[src/rtl/pe_fifo_feeder_pkg.sv]
// Shared FSM type and sizing constants for the PE FIFO feeder.
// The optional stall counter is enabled by PE_FIFO_FEEDER_STALL_CNT_EN.
package pe_fifo_feeder_pkg;

    typedef enum logic [1:0] {
        ST_IDLE   = 2'd0,
        ST_RUN    = 2'd1,
        ST_FINISH = 2'd2
    } feeder_state_e;

    localparam int SKID_DEPTH      = 2;
    localparam int OCC_WIDTH       = $clog2(SKID_DEPTH + 1);
    localparam int STALL_CNT_WIDTH = 16;

    function automatic logic [STALL_CNT_WIDTH-1:0] sat_inc(input logic [STALL_CNT_WIDTH-1:0] v);
        return (&v) ? v : v + STALL_CNT_WIDTH'(1);
    endfunction

endpackage

[src/rtl/pe_fifo_feeder_skid.sv]
// Two-entry in-order skid buffer with registered occupancy; absorbs the
// GLB read that is still in flight when the PE FIFO asserts full.
module feeder_skid_buffer
    import pe_fifo_feeder_pkg::*;
#(
    parameter int DATA_WIDTH = 64
) (
    input  logic                  clk,
    input  logic                  reset,
    input  logic                  enq,
    input  logic [DATA_WIDTH-1:0] enq_data,
    input  logic                  deq,
    output logic [DATA_WIDTH-1:0] head,
    output logic [OCC_WIDTH-1:0]  occ
);

    localparam int PTR_WIDTH = $clog2(SKID_DEPTH);

    logic [DATA_WIDTH-1:0] mem_q [SKID_DEPTH];
    logic [DATA_WIDTH-1:0] mem_d [SKID_DEPTH];
    logic [PTR_WIDTH-1:0]  wr_ptr_q, wr_ptr_d;
    logic [PTR_WIDTH-1:0]  rd_ptr_q, rd_ptr_d;
    logic [OCC_WIDTH-1:0]  occ_q, occ_d;

    function automatic logic [PTR_WIDTH-1:0] next_ptr(input logic [PTR_WIDTH-1:0] p);
        return (p == PTR_WIDTH'(SKID_DEPTH - 1)) ? '0 : p + PTR_WIDTH'(1);
    endfunction

    always_comb begin
        // NOTE: every target gets a default first, so no path leaves a latch behind.
        mem_d    = mem_q;
        wr_ptr_d = wr_ptr_q;
        rd_ptr_d = rd_ptr_q;
        occ_d    = occ_q;
        if (enq) begin
            mem_d[wr_ptr_q] = enq_data;
            wr_ptr_d        = next_ptr(wr_ptr_q);
        end
        if (deq) begin
            rd_ptr_d = next_ptr(rd_ptr_q);
        end
        case ({enq, deq})
            2'b10:   occ_d = occ_q + OCC_WIDTH'(1);
            2'b01:   occ_d = occ_q - OCC_WIDTH'(1);
            default: occ_d = occ_q;
        endcase
    end

    // NOTE: flops use <= so every register samples pre-edge values regardless of block order.
    always_ff @(posedge clk) begin
        if (reset) begin
            // NOTE: storage is cleared too, so the head (and the feeder's data port) reads zero out of reset.
            for (int i = 0; i < SKID_DEPTH; i++) begin
                mem_q[i] <= '0;
            end
            wr_ptr_q <= '0;
            rd_ptr_q <= '0;
            occ_q    <= '0;
        end else begin
            mem_q    <= mem_d;
            wr_ptr_q <= wr_ptr_d;
            rd_ptr_q <= rd_ptr_d;
            occ_q    <= occ_d;
        end
    end

    assign head = mem_q[rd_ptr_q];
    assign occ  = occ_q;

    a_no_overflow : assert property (@(posedge clk) disable iff (reset)
        !(enq && !deq && occ_q == OCC_WIDTH'(SKID_DEPTH)));
    a_no_underflow : assert property (@(posedge clk) disable iff (reset)
        !(deq && occ_q == '0));

endmodule

[src/rtl/pe_fifo_feeder.sv]
// Streams num_words GLB words (1-cycle read latency) into one PE input FIFO,
// honouring fifo_full via a 2-entry skid. Define PE_FIFO_FEEDER_STALL_CNT_EN for stall_cycles.
module pe_fifo_feeder
    import pe_fifo_feeder_pkg::*;
#(
    parameter int DATA_WIDTH = 64,
    parameter int ADDR_WIDTH = 12,
    parameter int LEN_WIDTH  = 12
) (
    input  logic                  clk,
    input  logic                  reset,
    input  logic                  start,
    input  logic [ADDR_WIDTH-1:0] base_addr,
    input  logic [LEN_WIDTH-1:0]  num_words,
    output logic                  busy,
    output logic                  done,
    output logic                  rd_en,
    output logic [ADDR_WIDTH-1:0] rd_addr,
    input  logic [DATA_WIDTH-1:0] rd_data,
    output logic                  push,
    output logic [DATA_WIDTH-1:0] data,
    input  logic                  fifo_full
`ifdef PE_FIFO_FEEDER_STALL_CNT_EN
    ,
    output logic [STALL_CNT_WIDTH-1:0] stall_cycles
`endif
);

    feeder_state_e         state_q, state_d;
    logic [ADDR_WIDTH-1:0] addr_q, addr_d;
    logic [LEN_WIDTH-1:0]  rem_rd_q, rem_rd_d;
    logic [LEN_WIDTH-1:0]  rem_push_q, rem_push_d;
    logic                  inflight_q, inflight_d;
    logic [OCC_WIDTH-1:0]  occ;
    logic [OCC_WIDTH:0]    occ_after;
    logic                  start_acc;

    assign start_acc = (state_q == ST_IDLE) && start;

    feeder_skid_buffer #(
        .DATA_WIDTH (DATA_WIDTH)
    ) u_skid (
        .clk      (clk),
        .reset    (reset),
        .enq      (inflight_q),
        .enq_data (rd_data),
        .deq      (push),
        .head     (data),
        .occ      (occ)
    );

    always_ff @(posedge clk) begin
        if (reset) begin
            state_q <= ST_IDLE;
        end else begin
            state_q <= state_d;
        end
    end

    always_comb begin
        state_d = state_q;
        case (state_q)
            ST_IDLE: begin
                if (start) begin
                    state_d = (num_words == '0) ? ST_FINISH : ST_RUN;
                end
            end
            ST_RUN: begin
                if (push && rem_push_q == LEN_WIDTH'(1)) begin
                    state_d = ST_FINISH;
                end
            end
            ST_FINISH: state_d = ST_IDLE;
            default:   state_d = ST_IDLE;
        endcase
    end

    // A read may issue only if its word will still fit once it lands next cycle.
    always_comb begin
        busy      = (state_q != ST_IDLE);
        done      = (state_q == ST_FINISH);
        push      = (occ != '0) && !fifo_full;
        occ_after = {1'b0, occ} + {{OCC_WIDTH{1'b0}}, inflight_q} - {{OCC_WIDTH{1'b0}}, push};
        rd_en     = (state_q == ST_RUN) && (rem_rd_q != '0)
                    && (occ_after < (OCC_WIDTH + 1)'(SKID_DEPTH));
    end

    assign rd_addr = addr_q;

    always_comb begin
        addr_d     = addr_q;
        rem_rd_d   = rem_rd_q;
        rem_push_d = rem_push_q;
        inflight_d = rd_en;
        if (start_acc) begin
            addr_d     = base_addr;
            rem_rd_d   = num_words;
            rem_push_d = num_words;
        end else begin
            if (rd_en) begin
                addr_d   = addr_q + ADDR_WIDTH'(1);
                rem_rd_d = rem_rd_q - LEN_WIDTH'(1);
            end
            if (push) begin
                rem_push_d = rem_push_q - LEN_WIDTH'(1);
            end
        end
    end

    always_ff @(posedge clk) begin
        if (reset) begin
            addr_q     <= '0;
            rem_rd_q   <= '0;
            rem_push_q <= '0;
            inflight_q <= 1'b0;
        end else begin
            addr_q     <= addr_d;
            rem_rd_q   <= rem_rd_d;
            rem_push_q <= rem_push_d;
            inflight_q <= inflight_d;
        end
    end

`ifdef PE_FIFO_FEEDER_STALL_CNT_EN
    logic [STALL_CNT_WIDTH-1:0] stall_q, stall_d;

    always_comb begin
        stall_d = stall_q;
        if (start_acc) begin
            stall_d = '0;
        end else if (state_q == ST_RUN && occ != '0 && fifo_full) begin
            stall_d = sat_inc(stall_q);
        end
    end

    always_ff @(posedge clk) begin
        if (reset) begin
            stall_q <= '0;
        end else begin
            stall_q <= stall_d;
        end
    end

    assign stall_cycles = stall_q;
`endif

endmodule

[config.mk]
export PLATFORM = sky130hd
export DESIGN_NAME = pe_fifo_feeder
export DESIGN_NICKNAME = d
export VERILOG_FILES = /design/src/rtl/pe_fifo_feeder_pkg.sv /design/src/rtl/pe_fifo_feeder_skid.sv /design/src/rtl/pe_fifo_feeder.sv
export SDC_FILE = /design/constraint.sdc
export NUM_CORES = 1
export LEC_CHECK = 0
export ABC_AREA = 1
export BUFFER_PORTS_ARGS = -buffer_cell sky130_fd_sc_hd__buf_2
export CAP_MARGIN = 20
export CORE_MARGIN = 5
export CORE_UTILIZATION = 61
export CTS_BUF_LIST = sky130_fd_sc_hd__clkbuf_2 sky130_fd_sc_hd__clkbuf_4 sky130_fd_sc_hd__clkbuf_8
export CTS_CLUSTER_SIZE = 10
export DETAILED_ROUTE_END_ITERATION = 12
export PLACE_DENSITY = 0.88
export SLEW_MARGIN = 40
export SYNTH_ARGS = -nofsm -noshare
export SYNTH_HDL_FRONTEND = slang
export SYNTH_SLANG_ARGS = --single-unit
[constraint.sdc]
create_clock -name clk -period 7.6 [get_ports clk]
set_input_delay 1.14 -clock clk [delete_from_list [all_inputs] [get_ports clk]]
set_output_delay 1.14 -clock clk [all_outputs]
set_load 0.05 [all_outputs]
==> impl_results.md, run 1 <==
* Status: finished, final reports clean
* Clock transition at path regs at roughly 90 ps
* CTS root buffer: clkbuf_8
* Remaining Overflow, GRT at 0
* DRC viols at 0
* Crit path cell chain: buf_2 > o21bai_4 > inv_2 > ha_1 > or2_2 > fa_1 > xnor2_1 > nand2_1 > nor2_2 > buf_2
* CTS Sinks at 171
* CP Data Arrival Time at ~3600 ps
* DR WL/cell at 13.7 µm
* Layout cells sized above 1 at 17.9%
* Post-Syn Area at ~7900 µm²
* Placed Area at 8740 µm²
* Fin. max-slew vios at 0
* Setup WS pre-CTS at just under 3000 ps
* CTS tree: yes
* Sw frac at between 30% and 40%
* DP HPWL at around 13 mm
* Synth Instances at between 1k and 1.5k
* Fin. Hold Viols at 0
* Hold buffer count at cts at 0
* # resized after CTS at 0
* Worst Clk Skew at a little over 7 ps
* Fmax at between 200 and 250 MHz
* Final net count at 1430
* Mapped Avg Cell Area at 6.59 µm²
* CP Buf/Inv Count at 3
* Worst skew pair latency at 460 ps
* Slew HR at 48.2%
* Clk buf depth at 2
* Port Buffers at 171
* Vias at 8060
* Clock network power share at 26.7%
* Critical Path Source Type: input port
* Number of fill cells at between 1k and 1.5k
* CP max stage delay at 420 ps
* CP Max Fanout at 10
* Synthesized flop and latch total at 171
* Crit. End Element: primary output
* Multi-input gate area at 3980 µm²
* First-pass iteration count of the detailed router at 6
* Vias per Instance at about 5.3
* NetSw at just over 1 mW
* RSZ-0062 raised after global routing: false
* Int Pwr at roughly 1.6 mW
* Overall Global Routing Usage at between 20% and 30%
* Iter 0 DRT Violations at about 660
* Post-Layout Inst Area at 9180 µm²
* Post-Syn Nets at 1299
* Total die area at 15300 µm²
* Boundary Pins at 172
* Yosys Warn Count at 0
* Crit Path Category: input port to primary output
* Most used cell, CP: buf_2
* Final setup viols at 0
* Die X at 124 µm
* Sequential area share after synthesis at 43.3%
* Worst reg2reg setup slack at 4560 ps
* Core area at between 10000 and 15000 µm²
* Pin count of the biggest net entering global routing at around 120
* First-pass GRT wire length at around 33 mm
* Required time of the critical path at 6460 ps
* Fin crit period at 4710 ps
* Worst hold margin at 451 ps
* Slowest CP cell: fa_1
* Lkg Pwr at 4.50 nW
* Actual slew at the worst max-slew pin at 776 ps
* Detail Route Antenna Nets at 0
* Post-CTS Setup Bufs at 0
* Register Area at 3420 µm²
* WL final at between 20 and 25 mm
* Initial core utilization at 62.3%
* Max-cap violations at 0
* Antenna cells at 0
* Worst min path class: register to register
* Routability cong. at 0.899
* Library cells used by synthesis at 36
* Die height at 124 µm
* Logic pwr share at roughly a third
* Power per cell area at around 280 nW/µm²
* Setup_tns at 0 ps
* Rows at 41
* Maximum VDD drop at 0.148 mV
* PnR worst setup slack at slightly below 3000 ps
* CTS H-tree depth at 4
* Reg power frac at 41.0%
* Final Cycle Share at slightly above 60%
* Delay-heaviest family, CP: simple AND/OR/NAND/NOR gates
* Syn-to-layout area delta at 16.2%
* Initial antenna violation count at 2
* CTS Buf Count at 17
* Vias in the first global route at 7142
==> worst register-to-register path: stages, from the launching register on <==
cell and delay [ps]:
dfxtp_1 400, o21bai_4 250, inv_2 140, ha_1 300
or2_2 300, fa_1 420, xor2_1 160, nor2_1 120
nand2_2 240, nand2_4 310, inv_2 140, nand2_1 80
a21oi_1 60
==> power groups by stage <==
stage / clock network [mW] / logic [mW] / registers (mW)
global placement: 0 / 0.809 / 1.07
global route: 0.739 / 0.913 / 1.07
detailed placement: 0 / 0.825 / 1.08
finish: 0.690 / 0.834 / 1.06
floorplan: 0 / 0.601 / 1.10
CTS: 0.700 / 0.830 / 1.06
==> cells by family (layout without fill, tap and decap cells) <==
family	Yosys count	in the layout	synth area share [%]
fa+ha+maj	8	8	1.36
buf+inv	122	266	6.31
xor+xnor	8	8	0.887
simple gates	684	684	34.5
compound gates	206	206	13.6
flops	171	171	43.3
==> final timing paths <==
kind / from / cells after the start / endpoint
worst max-delay path: fifo_full / 10 / rd_en
worst min-delay path: u_skid.mem_q[124] / 2 / u_skid.mem_q[124]
worst max register to register: u_skid.occ[1] / 12 / rem_rd_q[3]
worst min register to register: u_skid.mem_q[124] / 2 / u_skid.mem_q[124]
==> sequential cells by signal, indices dropped and copies added (netlist names) <==
| register | count |
|---|---|
| u_skid.wr_ptr_q | 1 |
| rem_rd_q | 12 |
| rd_addr | 12 |
| u_skid.rd_ptr_q | 1 |
| u_skid.occ | 2 |
| u_skid.mem_q | 128 |
| rem_push_q | 12 |
| state_q | 2 |
| inflight_q | 1 |
==> cell type report <==
type | count | area share, %
repair buffers | 177 | 9.86
well taps | 172 | 2.34
clock inverters | 9 | 1.45
clock buffers | 23 | 3.31
inverters | 57 | 2.37
flip-flops and latches | 171 | 37.3
multi-input cells | 906 | 43.4
==> cells in the final DEF, fill, tap and decap left out, types with 5 or more instances in the layout <==
| cell type | Yosys | final |
|---|---|---|
| a21oi_1 | 30 | 30 |
| a31oi_1 | 5 | 5 |
| buf_2 | 14 | 171 |
| buf_4 | 0 | 5 |
| clkbuf_8 | 0 | 21 |
| dfxtp_1 | 171 | 170 |
| ha_1 | 7 | 7 |
| inv_1 | 49 | 46 |
| inv_2 | 8 | 9 |
| nand2_1 | 301 | 300 |
| nand3_1 | 42 | 42 |
| nor2_1 | 314 | 314 |
| nor3_1 | 5 | 5 |
| o21ai_0 | 151 | 151 |
| o21ai_1 | 10 | 10 |
==> stage by stage <==
step / power (mW) / instances / utilization, %
global route: 2.72 / 1515 / 72.4
CTS: 2.59 / 1515 / 72.4
global placement: 1.88 / 1483 / 68.9
floorplan: 1.71 / 1199 / -
finish: 2.58 / 1515 / 72.4
detailed placement: 1.90 / 1483 / 69.0
==> cells in the mapped netlist <==
master	instances	area share, %
o211ai_1	1	0.095
nand2_4	1	0.14
dfxtp_1	171	43
xnor2_1	4	0.44
nand3_1	42	2.7
nand3b_1	1	0.095
o21bai_4	1	0.24
nor2_1	314	15
or2_1	1	0.079
nand4_1	4	0.32
clkbuf_1	47	2.2
nor2_2	4	0.32
o21ai_0	151	9.6
buf_6	3	0.43
nor3_1	5	0.32
nor3b_2	1	0.16
xor2_1	4	0.44
o21a_1	1	0.095
o21ai_1	10	0.63
buf_1	1	0.047
nor3_2	1	0.13
nand2_2	1	0.079
inv_2	8	0.38
a31o_2	1	0.11
a21oi_1	30	1.9
inv_1	49	2.3
buf_2	14	0.89
fa_1	1	0.25
ha_1	7	1.1
or2_2	4	0.32
nor2_4	3	0.43
nand3_4	1	0.22
nand2_1	301	14
o21bai_1	3	0.29
a21boi_0	3	0.29
a31oi_1	5	0.40
==> routing by layer <==
layer | share of wire, % | vias up | GRT usage (%)
li1 | - | 4048 | -
met3 | 7.5 | 43 | 6.63
met4 | 2.3 | 4 | 9.55
met5 | 0.12 | - | 0
met1 | 43 | 3657 | 34.4
met2 | 47 | 308 | 43.4
Note: power is estimated with default switching activity, not from simulation.
==> run 2, diff against run 1 <==
Settings changed: CORE_UTILIZATION 61 to 51, PLACE_DENSITY 0.88 to 0.79.
Clock period 7.6 ns to 4.15 ns, I/O delays scaled along.
==> impl_results.md, run 2 (same netlist as run 1, synthesis figures left out) <==
* Status: finished, final reports clean
* Worst min path class: input port to register
* Fin. max-slew vios at 0 (unchanged)
* Commonest non-fill, non-tap cell in the layout: nor2_1
* Final net count at 1435 (+0.35%)
* Core area at 15200 µm² (+20%)
* Most frequent cells in the layout: nor2_1, nand2_1, buf_2
* Vias in the first global route at 7211 (+0.97%)
* Crit. End Element: primary output
* Worst skew pair latency at 450 ps (about the same)
* Worst Clk Skew at 7.58 ps (+0.462 ps)
* CP Max Fanout at 10 (unchanged)
* WL final at 21.0 mm (+1.6%)
* Rows at 45 (+9.8%)
* Initial core utilization at 52.0% (-10 points)
* Total chip power at 4.75 mW (+84%)
* Largest register FFs at 128 (unchanged)
* Clock transition at path regs at 90 ps (about the same)
* CTS H-tree depth at 4 (unchanged)
* Final Cycle Share at 85.5%
* Critical Path Source Type: register
* Actual slew at the worst max-slew pin at 752 ps (-24.6 ps)
* DP HPWL at 13.6 mm (+2.2%)
* First-pass iteration count of the detailed router at 5 (-1)
* Slowest CP cell: fa_1
* Total die area at 18100 µm² (+18%)
* Die height at 134 µm (+8.6%)
* Vias per Instance at 5.15 (-3.1%)
* Setup_tns at 0 ps (unchanged)
* CTS Sinks at 171 (unchanged)
* Max-cap violations at 0 (unchanged)
* Syn-to-layout area delta at 16.9%
* Slew HR at 49.9% (+1.6 points)
* # resized after CTS at 0 (unchanged)
* Fin crit period at 3550 ps
* Boundary Pins at 172 (unchanged)
* CP max stage delay at 420 ps (about the same)
* Port Buffers at 171 (unchanged)
* Initial antenna violation count at 1 (-1)
* Fin. Hold Viols at 0 (unchanged)
* DRC viols at 0 (unchanged)
* Layout cells sized above 1 at 18.1% (+0.24 points)
* Power per cell area at 514 nW/µm² (+83%)
* Overall Global Routing Usage at 23.0% (-3.7 points)
* Crit Path Category: register to primary output
* CTS tree: yes
* Die X at 134 µm (+8.6%)
* Routability cong. at 0.911 (+1.4%)
* Clk buf depth at 2 (unchanged)
* First-pass GRT wire length at 34.3 mm (+4.0%)
* Antenna cells at 0 (unchanged)
* Fmax at ~280 MHz
* Crit path cell chain: o21bai_4 > inv_2 > ha_1 > or2_2 > fa_1 > xnor2_1 > nand2_1 > nor2_2 > buf_2
* Post-CTS Setup Bufs at 0 (unchanged)
* CTS Buf Count at 17 (unchanged)
* Pin count of the biggest net entering global routing at 113 (-4.2%)
* Lkg Pwr at 4.53 nW (+0.69%)
* CTS root buffer: clkbuf_8
* Final setup viols at 0 (unchanged)
* Hold buffer count at cts at 0 (unchanged)
* DR WL/cell at 13.7 µm (+0.25%)
* CP Data Arrival Time at 2920 ps (-650 ps)
* Largest reg by FF count: u_skid.mem_q
* Maximum VDD drop at 0.345 mV (+130%)
* Required time of the critical path at 3530 ps (-2930 ps)
* Remaining Overflow, GRT at 0 (unchanged)
* Detail Route Antenna Nets at 0 (unchanged)
* RSZ-0062 raised after global routing: false
* Vias at 7910 (-1.9%)
* Iter 0 DRT Violations at 596 (-9.4%)
-- run 2: changes by cell type in the layout (fill, tap and decap cells not counted), sizes merged --
cell,before,now
buf,177,182
clkinvlp,2,0
inv,58,57
clkbuf,23,25
-- run 2: where the power goes --
| part | internal (mW) | switching [mW] |
|---|---|---|
| registers | 1.81 | 0.126 |
| logic | 0.413 | 1.12 |
| clock network | 0.685 | 0.594 |
-- run 2: worst paths after layout --
path,startpoint,end,slack [ps],depth (start not counted)
worst max-delay path,u_skid.occ[1],rd_en,600,9
worst min-delay path,rd_data[38],u_skid.mem_q[102],410,3
worst max register to register,u_skid.occ[1],rd_addr[2],1170,13
worst min register to register,u_skid.mem_q[124],u_skid.mem_q[124],450,2
-- run 2: critical path: cells and delay by family, from the launching register on --
family | cells | cell delay, ps
AND/OR/NAND/NOR | 3 | 540
XOR/XNOR | 1 | 160
buffers and inverters | 2 | 410
AO/OA/AOI/OAI | 1 | 250
adder cells (fa/ha/maj) | 2 | 720
flip-flops | 1 | 400
-- run 2: metal layers --
layer	global-route usage, %	wire, µm	vias to the layer above
li1	-	-	4068
met1	29.8	9250	3551
met2	38.1	9870	258
met3	5.89	1490	31
met4	6.28	382	2
met5	0	13	-
-- run 2: area by class of cell --
cell class	instances	area, µm²
tap	188	235
fill	1440	5970
clock buffer	25	319
timing repair buffer	182	951
clock inverter	6	109
sequential	171	3420
inverter	57	218
multi-input combinational	906	3980
-- run 2: metrics by stage --
step           hold WS (ps)  setup WS, ps  utilization [%]  cell area [µm²]  std cells
3_3_place_gp            435           843             57.9             8800       1504
6_report                406           603             60.7             9240       1535
2_1_floorplan           424           633                -             7900       1199
3_5_place_dp            442           811             57.9             8810       1504
5_1_grt                 383           406             60.7             9240       1535
4_1_cts                 382           577             60.7             9240       1535
